`config.mk`:
```
export PLATFORM = sky130hd
export DESIGN_NAME = watch_mode_ctrl
export DESIGN_NICKNAME = d
export VERILOG_FILES = /design/src/rtl/watch_pkg.sv /design/src/rtl/watch_idle_timer.sv /design/src/rtl/watch_mode_ctrl.sv
export SDC_FILE = /design/constraint.sdc
export NUM_CORES = 1
export LEC_CHECK = 0
export CORE_MARGIN = 5
export CORE_UTILIZATION = 35
export CTS_CLUSTER_DIAMETER = 80
export DETAILED_ROUTE_END_ITERATION = 16
export HOLD_SLACK_MARGIN = 0.03
export SETUP_SLACK_MARGIN = 0.05
export SLEW_MARGIN = 20
export SYNTH_ARGS = -nofsm -noshare
export SYNTH_HDL_FRONTEND = slang
export SYNTH_SLANG_ARGS = --single-unit
export TNS_END_PERCENT = 100
```
`constraint.sdc`:
```
create_clock -name clk -period 1.45 [get_ports clk]
set_input_delay 0.435 -clock clk [delete_from_list [all_inputs] [get_ports clk]]
set_output_delay 0.435 -clock clk [all_outputs]
set_load 0.02 [all_outputs]
```
`src/rtl/watch_pkg.sv`:
```
// Shared types and button indices for the watch UI controller.
package watch_pkg;

  typedef enum logic [2:0] {
    SHOW_TIME    = 3'd0,
    SET_HOUR     = 3'd1,
    SET_MIN      = 3'd2,
    SET_SEC      = 3'd3,
    SHOW_ALARM   = 3'd4,
    SET_ALM_HOUR = 3'd5,
    SET_ALM_MIN  = 3'd6,
    STOPWATCH    = 3'd7
  } mode_t;

  typedef enum logic [1:0] {
    FLD_NONE = 2'd0,
    FLD_HOUR = 2'd1,
    FLD_MIN  = 2'd2,
    FLD_SEC  = 2'd3
  } field_t;

  localparam logic [2:0] BTN_MODE  = 3'd0;
  localparam logic [2:0] BTN_SET   = 3'd3;
  localparam logic [2:0] BTN_UP    = 3'd4;
  localparam logic [2:0] BTN_DOWN  = 3'd5;
  localparam logic [2:0] BTN_START = 3'd6;
  localparam logic [2:0] BTN_CLEAR = 3'd7;

  function automatic logic is_alarm_edit(mode_t m);
    return (m == SET_ALM_HOUR) || (m == SET_ALM_MIN);
  endfunction

  function automatic logic is_edit(mode_t m);
    return (m == SET_HOUR) || (m == SET_MIN) || (m == SET_SEC) || is_alarm_edit(m);
  endfunction

  function automatic field_t field_of(mode_t m);
    case (m)
      SET_HOUR, SET_ALM_HOUR: return FLD_HOUR;
      SET_MIN, SET_ALM_MIN:   return FLD_MIN;
      SET_SEC:                return FLD_SEC;
      default:                return FLD_NONE;
    endcase
  endfunction

endpackage

```
`src/rtl/watch_idle_timer.sv`:
```
// Counts 1 Hz ticks while enabled; pulses expired on the tick that reaches TIMEOUT_S.
module watch_idle_timer #(
  parameter int unsigned TIMEOUT_S = 30
) (
  input  logic clk,
  input  logic rst_n,
  input  logic tick,
  input  logic clr,
  input  logic en,
  output logic expired
);

  localparam int unsigned W = $clog2(TIMEOUT_S + 1);
  localparam logic [W-1:0] LAST = W'(TIMEOUT_S - 1);

  logic [W-1:0] cnt;

  // clr beats a coincident tick, so a button press on the final tick cancels expiry
  always_ff @(posedge clk or negedge rst_n) begin
    if (!rst_n) begin
      cnt     <= '0;
      expired <= 1'b0;
    end else begin
      expired <= 1'b0;
      if (clr || !en) begin
        cnt <= '0;
      end else if (tick) begin
        cnt     <= cnt + W'(1);
        expired <= (cnt == LAST);
      end
    end
  end

endmodule

```
`src/rtl/watch_mode_ctrl.sv`:
```
// Watch UI sequencer: decodes button events into mode changes and edit strobes.
module watch_mode_ctrl
  import watch_pkg::*;
#(
  parameter int unsigned TIMEOUT_S = 30
) (
  input  logic       clk,
  input  logic       rst_n,
  input  logic       btn_evt,
  input  logic [2:0] btn_id,
  input  logic       tick_1hz,
  input  logic       alarm_ringing,
  output mode_t      mode,
  output logic [1:0] edit_field,
  output logic       edit_alarm,
  output logic       inc_pls,
  output logic       dec_pls,
  output logic       sec_clr_pls,
  output logic       sw_run,
  output logic       sw_clr_pls,
  output logic       alarm_en,
  output logic       alarm_ack_pls,
  output logic       blink
);

  mode_t nxt;
  logic  inc, dec, sec_clr, sw_clr, ack, run_tgl, alm_tgl;
  logic  expired;

  // Every state change is caused either by a button event or by expiry.
  watch_idle_timer #(.TIMEOUT_S(TIMEOUT_S)) u_idle (
    .clk     (clk),
    .rst_n   (rst_n),
    .tick    (tick_1hz),
    .clr     (btn_evt | expired),
    .en      (is_edit(mode)),
    .expired (expired)
  );

  always_comb begin
    nxt     = mode;
    inc     = 1'b0;
    dec     = 1'b0;
    sec_clr = 1'b0;
    sw_clr  = 1'b0;
    ack     = 1'b0;
    run_tgl = 1'b0;
    alm_tgl = 1'b0;
    if (btn_evt) begin
      if (alarm_ringing) begin
        ack = 1'b1;
      end else begin
        case (mode)
          SHOW_TIME: begin
            if (btn_id == BTN_MODE)     nxt = SHOW_ALARM;
            else if (btn_id == BTN_SET) nxt = SET_HOUR;
          end
          SET_HOUR, SET_MIN: begin
            case (btn_id)
              BTN_MODE: nxt = SHOW_TIME;
              BTN_SET:  nxt = (mode == SET_HOUR) ? SET_MIN : SET_SEC;
              BTN_UP:   inc = 1'b1;
              BTN_DOWN: dec = 1'b1;
              default: ;
            endcase
          end
          SET_SEC: begin
            if (btn_id == BTN_MODE || btn_id == BTN_SET)    nxt = SHOW_TIME;
            else if (btn_id == BTN_UP || btn_id == BTN_DOWN) sec_clr = 1'b1;
          end
          SHOW_ALARM: begin
            if (btn_id == BTN_MODE)       nxt = STOPWATCH;
            else if (btn_id == BTN_SET)   nxt = SET_ALM_HOUR;
            else if (btn_id == BTN_CLEAR) alm_tgl = 1'b1;
          end
          SET_ALM_HOUR, SET_ALM_MIN: begin
            case (btn_id)
              BTN_MODE: nxt = SHOW_ALARM;
              BTN_SET:  nxt = (mode == SET_ALM_HOUR) ? SET_ALM_MIN : SHOW_ALARM;
              BTN_UP:   inc = 1'b1;
              BTN_DOWN: dec = 1'b1;
              default: ;
            endcase
          end
          STOPWATCH: begin
            if (btn_id == BTN_MODE)       nxt = SHOW_TIME;
            else if (btn_id == BTN_START) run_tgl = 1'b1;
            else if (btn_id == BTN_CLEAR) sw_clr = !sw_run;
          end
          default: ;
        endcase
      end
    end else if (expired) begin
      nxt = is_alarm_edit(mode) ? SHOW_ALARM : SHOW_TIME;
    end
  end

  always_ff @(posedge clk or negedge rst_n) begin
    if (!rst_n) begin
      mode          <= SHOW_TIME;
      edit_field    <= '0;
      edit_alarm    <= 1'b0;
      inc_pls       <= 1'b0;
      dec_pls       <= 1'b0;
      sec_clr_pls   <= 1'b0;
      sw_run        <= 1'b0;
      sw_clr_pls    <= 1'b0;
      alarm_en      <= 1'b0;
      alarm_ack_pls <= 1'b0;
      blink         <= 1'b0;
    end else begin
      mode          <= nxt;
      edit_field    <= field_of(nxt);
      edit_alarm    <= is_alarm_edit(nxt);
      inc_pls       <= inc;
      dec_pls       <= dec;
      sec_clr_pls   <= sec_clr;
      sw_clr_pls    <= sw_clr;
      alarm_ack_pls <= ack;
      if (run_tgl) sw_run   <= !sw_run;
      if (alm_tgl) alarm_en <= !alarm_en;
      if (!is_edit(nxt))    blink <= 1'b0;
      else if (nxt != mode) blink <= 1'b1;
      else if (tick_1hz)    blink <= !blink;
    end
  end

endmodule

```
==> Word level (Yosys, flattened, before mapping) <==
Cells that the tools add are included.
{ "word_totals": {"inputBits": 8, "romBits": 0, "mem_bits_rw": 0, "regBits": 20, "n_memories": 0, "latch_bits": 0} }
{ "op_classes": {"div": 0, "n_addsub": 1, "eq_ne": 20, "n_reduce_logical": 23, "shift": 0, "magnitude_cmp": 0, "n_bitwise": 1, "multipliers": 0, "muxes": 55} }
{ "ops": {"columns": ["op", "n"], "rows": [
  ["two-way mux 1 bit", 38],
  ["== test 3 bit, second input constant", 10],
  ["two-way mux 3 bit", 10],
  ["one-hot mux 3 bit (6 select lines)", 1],
  ["== test 3 x 2 -> 1 bit, second input constant", 5],
  ["one-hot mux 3 bit (2 select lines)", 2],
  ["logical OR 1 bit", 11],
  ["two-way mux 5 bit", 2],
  ["OR reduction 2 bit", 4],
  ["== test 3 x 1 -> 1 bit, second input constant", 2],
  ["zero test 3 bit", 2],
  ["one-hot mux 2 bit (3 select lines)", 1],
  ["adder 5 x 1 -> 5 bit, second input constant", 1],
  ["== test 5 bit, second input constant", 1],
  ["zero test 1 bit", 4],
  ["OR reduction 4 bit", 1],
  ["inequality test 3 x 2 -> 1 bit, second input constant", 1],
  ["inequality test 3 bit", 1],
  ["two-way mux 2 bit", 1],
  ["nonzero test 2 bit", 1],
  ["OR 1 bit", 1]
]} }

==> Longest topological paths before layout <==
Gate-level depths: netlist of the first run.
{ "logic_depth": {"ltp_word": 11, "ltp_mapped": 8} }

==> Modules after synthesis <==
A second synthesis of the first run with hierarchy kept.
{ "unflattened": {"hier_cells": 123, "hier_area_um2": 1183.6} }
{ "by_module_without_submodules": {"columns": ["module", "n_inst", "cells_per_inst", "seq_area_each_um2", "area_each_um2"], "rows": [
  ["watch_mode_ctrl", 1, 94, 350.3, 868.3],
  ["watch_idle_timer", 1, 29, 150.1, 315.3]
]} }

==> Worst setup path after synthesis of the first run <==
Ideal clock, no wire load.
{ "synth_timing": {"path_type": "reg-to-reg", "from": "register mode[0]", "to": "register blink", "stages_incl_launch_ff": 8, "t_required_ns": 1.323, "setup_slack_ns": -0.263, "setup_ns": 0.127, "arrival_time_ns": 1.585, "path_cell_list": "dfrtp_1 -> buf_4 -> and3b_1 -> a311o_1 -> o211ai_1 -> o2111ai_2 -> nor2_1 -> a211oi_2"} }
{ "synth_between": {"elab_chain_cells": 11, "elab_cells_between_ends": 39} }
{ "synth_lines": {"columns": ["element", "line", "source"], "rows": [
  ["from (decl)", "watch_mode_ctrl.sv:13", "output mode_t mode,"],
  ["from (signal assigned)", "watch_mode_ctrl.sv:112", "mode <= nxt;"],
  ["== test 3 x 1 -> 1 bit or == test 3 bit (tied branches)", null, null],
  ["two-way mux 1 bit or two-way mux 2 bit (tied branches)", "watch_mode_ctrl.sv:61, watch_mode_ctrl.sv:79", null],
  ["one-hot mux 3 bit (2 select lines), on equally long branches", "watch_mode_ctrl.sv:59, watch_mode_ctrl.sv:77", null],
  ["one-hot mux 3 bit (6 select lines)", "watch_mode_ctrl.sv:53", "case (mode)"],
  ["two-way mux 3 bit", "watch_mode_ctrl.sv:50", "if (alarm_ringing) begin"],
  ["two-way mux 3 bit", "watch_mode_ctrl.sv:49", "if (btn_evt) begin"],
  ["== test 3 x 1 -> 1 bit or == test 3 x 2 -> 1 bit (tied branches)", "watch_pkg.sv:34", "return (m == SET_HOUR) || (m == SET_MIN) || (m == SET_SEC) || is_alarm_edit(m);"],
  ["logical OR 1 bit (3 in a row)", "watch_pkg.sv:34", null],
  ["inequality test 3 x 2 -> 1 bit (no line) or two-way mux 1 bit (tied branches)", null, null],
  ["to (signal assigned)", "watch_mode_ctrl.sv:124", "else if (tick_1hz) blink <= !blink;"],
  ["to (decl)", "watch_mode_ctrl.sv:23", "output logic blink"]
]} }
Parallel ways exist; a longest one is shown, timed or not.
A chain may end at the register's enable or synchronous reset.

==> Final worst setup path of the first run <==
Same ends and word-level chain as after synthesis.

==> results.toml, run 1 <==
[outcome]
status = "finished, violations left"
violations = "negative setup slack"

[routing]
post_drt_wl_per_cell_um = 13.10
met2_length_mm = 1.530
dr.max_layer_used = "met4"
wl_met1_mm = 1.284
drc = 0
drt_pass1_iterations = 4
route.met3.wl_um = 138
wirelength_mm = 2.974
ant_nets = 0
vias_per_cell = 4.819
num_vias = 1094
dr.first_iter.drc_count = 31

[floorplanning]
io_pins = 22
die_area_um2 = 4775
core_um2 = 3363
rows = 21
start_util = 0.3635
die_h_um = 69.10
fp.dieW_um = 69.10

[clocking]
clockBufferDepth = 2
cts-htree-levels = 1
cts_root_buffer = "clkbuf_4"
cts_made_buffers = 3
cts.sinks = 20
cts_tree = "yes"
holdBufCountCts = 0
worst_skew_pair.late_latency_ns = 0.31
path_clk_slew_ns = 0.10

[cells_and_area]
layout_commonest_cell = "buf_4"
antennaDiodeCount = 0
areaGrowthSynthToFinish_pct = 48.21
layout_common_cells = "27 x buf_4, 17 x dfrtp_1, 15 x nor2_1, 14 x buf_6, 8 x buf_2"
fin_area_um2 = 1812
fin_nets = 192
drive_above_1_share = 0.5193

[critical_path]
worst-path-stages = 7
slowest_stage = "dfrtp_2"
critPathMaxStageDelay_ns = 0.48
path_max_fanout = 6
rr_endpoint = "blink$_DFFE_PN0P_"
required_ns = 1.64
crit_path_end = "blink$_DFFE_PN0P_"
setup.worst_path.class = "register to register"
worstPathCellList = "buf_6, and3b_1, a311o_1, o211ai_1, o2111ai_2, nor2_1, a211oi_2"
crit_start = "mode[0]$_DFF_PN0_"
start_kind = "register"
cp_top_family = "compound AO/OA/AOI/OAI gates"
end_kind = "register"
rrSetupSlack_ns = -0.26
critPathBufInv = 1
rr_startpoint = "mode[0]$_DFF_PN0_"
arrival_ns = 1.91
worstRegToRegCells = 7

[power_and_ir_drop]
switchingPower_mw = 1.239
p_total_mw = 3.062
power.density_nw_per_um2 = 1690
power_frac_seq = 0.282
clock_power_share = 0.089
intPower_mw = 1.823
ir_worst_vdd_mv = 1.101
p_leak_nw = 0.8315
comb_power_share = 0.629
netSwitchingFraction = 0.4046

[global_routing]
first_global_vias = 1099
grt_pass1_wl_mm = 5.092
antenna_found_initial = 0
groute.usage.overall = 0.1267
grt_max_degree = 21
overflow = 0

[place]
port_buffers = 21
placed_cell_area_um2 = 1619
hpwl_mm = 2.009
routabilityCongestion = 0.8568

[hold_path]
hold_path_class = "primary input to async pin"

[timing]
max_freq_ghz = 0.5841
slew_headroom = 0.8406
setup_ws_ns = -0.2620
finalSetupViolCount = 9
skew_ns = 0.005730
min_period_ns = 1.712
hold_viol = 0
finalMaxSlewViolations = 0
whs_ns = 0.4503
tightest_slew_ns = 0.2371
rsz0062_at_grt = "true"
period_share = 1.181

[synth]
syn_avg_cell_area_um2 = 9.550
ys_types = 42
ys_seq_area_frac = 0.4094
syn-cell-area_um2 = 1222
syn_inst = 128
ys_ff_latch = 20
yosys_warnings = 0
syn_nets = 138

[job]
max_cap_viol_count = 0
[timing repair]
action,4_1_cts,5_1_grt
setup endpoints to repair,33,25
resized for setup,82,27
pin swaps,14,6
buffers inserted,8,4
[per-layer routing]
metal	up-vias	global-route usage
li1	549	-
met1	520	0.1587
met2	20	0.2140
met3	5	0.04797
met4	0	0.01302
met5	-	0
[stage by stage]
step | cells | TNS [ns] | utilization | setup WS (ns)
global placement | 211 | -8.028 | 0.4814 | -0.8198
global route | 227 | -1.975 | 0.5387 | -0.3505
detailed placement | 211 | -8.548 | 0.4814 | -0.8385
floorplan | 128 | -0.7176 | - | -0.2113
CTS | 223 | -1.045 | 0.5313 | -0.2171
finish | 227 | -1.203 | 0.5387 | -0.2620
[sequential cells by signal, summed over array words and instances, names as in the netlist]
register / count
u_idle.cnt: 5
mode: 3
edit_field: 2
alarm_ack_pls: 1
alarm_en: 1
blink: 1
dec_pls: 1
edit_alarm: 1
inc_pls: 1
sec_clr_pls: 1
sw_clr_pls: 1
sw_run: 1
u_idle.expired: 1
[worst min-delay path by stage]
stage                              start                         to  slack (ns)  depth (start not counted)
global route               alarm_ringing    alarm_ack_pls$_DFF_PN0_        0.46                          2
CTS                                rst_n  u_idle.cnt[4]$_DFFE_PN0P_        0.46                          2
detailed placement  alarm_en$_DFFE_PN0P_       alarm_en$_DFFE_PN0P_        0.47                          1
global placement    alarm_en$_DFFE_PN0P_       alarm_en$_DFFE_PN0P_        0.46                          1
floorplan                          rst_n    alarm_ack_pls$_DFF_PN0_        0.14                          0
finish                             rst_n  u_idle.cnt[4]$_DFFE_PN0P_        0.45                          2
[cells by family after synthesis]
group | after synthesis | synth area share
muxes | 1 | 0.008189
buffers and inverters | 17 | 0.09006
adders and majority gates | 2 | 0.02047
DFF | 20 | 0.4094
and+or+nand+nor | 51 | 0.2180
xor gates and xnor gates | 9 | 0.06449
AOI/OAI and AO/OA | 28 | 0.1894
[worst reg2reg max path: stages, from the launching register on]
cell       delay [ns]
dfrtp_2          0.48
buf_6            0.15
and3b_1          0.17
a311o_1          0.27
o211ai_1         0.18
o2111ai_2        0.15
nor2_1           0.15
a211oi_2         0.05
[Yosys cell counts]
library cell,instances,area (um2)
o21ai_2,3,26.28
o21ai_1,3,15.01
a21oi_1,6,30.03
a21boi_1,1,7.510
a311oi_1,1,8.760
nor4_1,1,6.260
a21oi_2,1,8.760
o2111ai_2,1,15.01
nor2_1,16,60.06
buf_2,1,5.000
nand4bb_1,1,11.26
nand3b_1,1,7.510
buf_6,4,45.04
inv_1,6,22.52
a31oi_1,1,6.260
mux2i_1,1,10.01
inv_2,1,3.750
nor3_1,6,30.03
nand3_1,8,40.04
a22o_1,1,8.760
clkbuf_1,1,3.750
buf_4,4,30.03
ha_1,2,25.02
a211oi_1,2,15.01
nand4_1,2,12.51
a311o_1,1,10.01
and2_1,3,18.77
nor4_2,1,12.51
nand2_1,6,22.52
o211ai_1,2,15.01
o21a_1,2,15.01
a211oi_2,1,12.51
a32o_2,1,11.26
or2_1,1,6.260
and3b_1,1,8.760
nor2b_1,1,6.260
xnor2_1,2,17.52
nand2b_1,2,12.51
dfrtp_1,20,500.5
or3_4,1,11.26
a2bb2oi_4,1,26.28
xor2_1,7,61.31
[power by group through the flow]
| stage | registers [mW] | clock network (mW) | logic (mW) |
|---|---|---|---|
| floorplan | 0.943 | 0 | 0.890 |
| global placement | 0.881 | 0 | 1.47 |
| detailed placement | 0.888 | 0 | 1.49 |
| CTS | 0.862 | 0.276 | 1.76 |
| global route | 0.890 | 0.308 | 2.08 |
| finish | 0.863 | 0.271 | 1.93 |
[final cells by class]
cell class | instances | area [um2]
fill | 325 | 1551
multi-input combinational | 91 | 721.9
sequential | 20 | 504.2
timing repair buffer | 59 | 475.5
tap | 46 | 57.56
clock buffer | 4 | 26.28
inverter | 7 | 26.28
No activity file was read; power rests on OpenSTA's default activity.
==> inputs of run 2 (changes only) <==
--- a/config.mk
+++ b/config.mk
@@ -11,6 +11,7 @@
 export DETAILED_ROUTE_END_ITERATION = 16
 export HOLD_SLACK_MARGIN = 0.03
 export SETUP_SLACK_MARGIN = 0.05
+export SKIP_CTS_REPAIR_TIMING = 1
 export SLEW_MARGIN = 20
 export SYNTH_ARGS = -nofsm -noshare
 export SYNTH_HDL_FRONTEND = slang
==> results.toml, run 2 (synthesized netlist as in run 1, its figures left out) <==
[routing]
wirelength_mm = 2.776
drt_pass1_iterations = 4
drc = 0
vias_per_cell = 4.900
ant_nets = 0
post_drt_wl_per_cell_um = 12.68
num_vias = 1073
dr.first_iter.drc_count = 44

[clocking]
path_clk_slew_ns = 0.11
worst_skew_pair.late_latency_ns = 0.30
cts_tree = "yes"
cts_root_buffer = "clkbuf_4"
cts-htree-levels = 1
cts.sinks = 20
clockBufferDepth = 2
cts_made_buffers = 3

[hold_path]
hold_start = "alarm_ringing"
hold_depth = 2
holdPathEnd = "alarm_ack_pls$_DFF_PN0_"
hold_path_class = "primary input to register"

[cells_and_area]
largest_register_ffs = 5
multi_input_area_um2 = 699.4
fill_cells = 339
fin_nets = 184
reg_top3 = "u_idle.cnt: 5 flops, mode: 3 flops, edit_field: 2 flops"
fin_cells = 219
drive_above_1_share = 0.3931
layout_common_cells = "26 x buf_4, 17 x dfrtp_1, 16 x nor2_1, 14 x dlymetal6s2s_1"
areaGrowthSynthToFinish_pct = 46.37
top_register = "u_idle.cnt"
antennaDiodeCount = 0
layout_commonest_cell = "buf_4"
final-seq-area_um2 = 504.2

[job]
max_cap_viol_count = 0

[global_routing]
grt_pass1_wl_mm = 4.471
overflow = 0
groute.usage.overall = 0.1100
antenna_found_initial = 0
first_global_vias = 1000
grt_max_degree = 21

[power_and_ir_drop]
switchingPower_mw = 1.155
power_frac_seq = 0.284
p_leak_nw = 0.9455
netSwitchingFraction = 0.4065
intPower_mw = 1.686
comb_power_share = 0.623
clock_power_share = 0.093
ir_worst_vdd_mv = 0.9387
power.density_nw_per_um2 = 1588

[timing]
hold_viol = 0
min_period_ns = 1.722
period_share = 1.188
skew_ns = 0.007662
finalMaxSlewViolations = 0
final.setup.tns_ns = -1.322
max_freq_ghz = 0.5806
tightest_slew_ns = 0.3249
rsz0062_at_grt = "true"
slew_headroom = 0.7831
finalSetupViolCount = 9
setup_ws_ns = -0.2724

[floorplanning]
start_util = 0.3635
die_h_um = 69.10
rows = 21
die_area_um2 = 4775
core_um2 = 3363
fp.dieW_um = 69.10
io_pins = 22

[critical_path]
start_kind = "register"
rr_startpoint = "mode[1]$_DFF_PN0_"
worstPathCellList = "buf_12, a21boi_1, mux2i_1, o211ai_1, a32o_2, buf_4, a21oi_2"
critPathBufInv = 2
path_max_fanout = 5
slowest_stage = "dfrtp_2"
rrSetupSlack_ns = -0.27
end_kind = "register"
setup.worst_path.class = "register to register"
rr_endpoint = "edit_field[1]$_DFF_PN0_"
critPathMaxStageDelay_ns = 0.44
arrival_ns = 1.96
cp_top_family = "compound AO/OA/AOI/OAI gates"
required_ns = 1.69
worstRegToRegCells = 7

[place]
place_inst = 211
routabilityCongestion = 0.8568
hpwl_mm = 2.009
port_buffers = 21

[outcome]
violations = "negative setup slack"
status = "finished, violations left"
[run 2: cell count changes in the layout (fill, tap and decap cells not counted), moves of 2 or more]
cell	before	now
nand3_2	3	0
buf_6	14	4
nor3_1	3	5
dlymetal6s2s_1	0	14
buf_2	8	1
clkbuf_2	5	3
nand3_1	5	7
[run 2: final cells by class]
class | instances | area share
multi-input cells | 91 | 0.3909
flip-flops and latches | 20 | 0.2818
repair buffers | 51 | 0.2657
well taps | 46 | 0.03217
clock buffers | 4 | 0.01469
inverters | 7 | 0.01469
[run 2: per-stage QoR]
step / worst slack [ns] / area, um2 / util / total power, mW / hold WS, ns
global placement: -0.8198 / 1619 / 0.4814 / 2.356 / 0.4586
detailed placement: -0.8385 / 1619 / 0.4814 / 2.378 / 0.4663
CTS: -0.5196 / 1645 / 0.4892 / 2.652 / 0.4582
global route: -0.3744 / 1789 / 0.5320 / 3.040 / 0.4086
finish: -0.2724 / 1789 / 0.5320 / 2.841 / 0.3931
floorplan: -0.2113 / 1251 / - / 1.833 / 0.1394
[run 2: per-layer routing]
metal	wire (um)	vias to the layer above	track usage
met5	0	-	0
met3	139	2	0.04797
met4	8	0	0.01302
met1	1269	513	0.1425
li1	-	535	-
met2	1359	23	0.1748
[run 2: worst max path at each step]
| stage | depth (start not counted) | from | end |
|---|---|---|---|
| after floorplan | 7 | mode[1]$_DFF_PN0_ | blink$_DFFE_PN0P_ |
| after global placement | 7 | btn_id[0] | edit_alarm$_DFF_PN0_ |
| after detailed placement | 7 | btn_id[0] | blink$_DFFE_PN0P_ |
| after CTS | 7 | btn_id[0] | blink$_DFFE_PN0P_ |
| after global routing | 8 | mode[1]$_DFF_PN0_ | blink$_DFFE_PN0P_ |
| final | 7 | mode[1]$_DFF_PN0_ | edit_field[1]$_DFF_PN0_ |
[run 2: power by group through the flow]
stage	clock network, mW	logic [mW]	registers [mW]
2_1_floorplan	0	0.890	0.943
5_1_grt	0.301	1.91	0.825
3_5_place_dp	0	1.49	0.888
4_1_cts	0.276	1.50	0.877
3_3_place_gp	0	1.47	0.881
6_report	0.264	1.77	0.807
==> inputs of run 3 (changes only) <==
--- a/config.mk
+++ b/config.mk
@@ -12,7 +12,6 @@
 export HOLD_SLACK_MARGIN = 0.03
 export SETUP_SLACK_MARGIN = 0.05
 export SKIP_CTS_REPAIR_TIMING = 1
-export SLEW_MARGIN = 20
 export SYNTH_ARGS = -nofsm -noshare
 export SYNTH_HDL_FRONTEND = slang
 export SYNTH_SLANG_ARGS = --single-unit
==> results of run 3 <==
The final DEF is identical to that of run 2; final timing and power are the same.
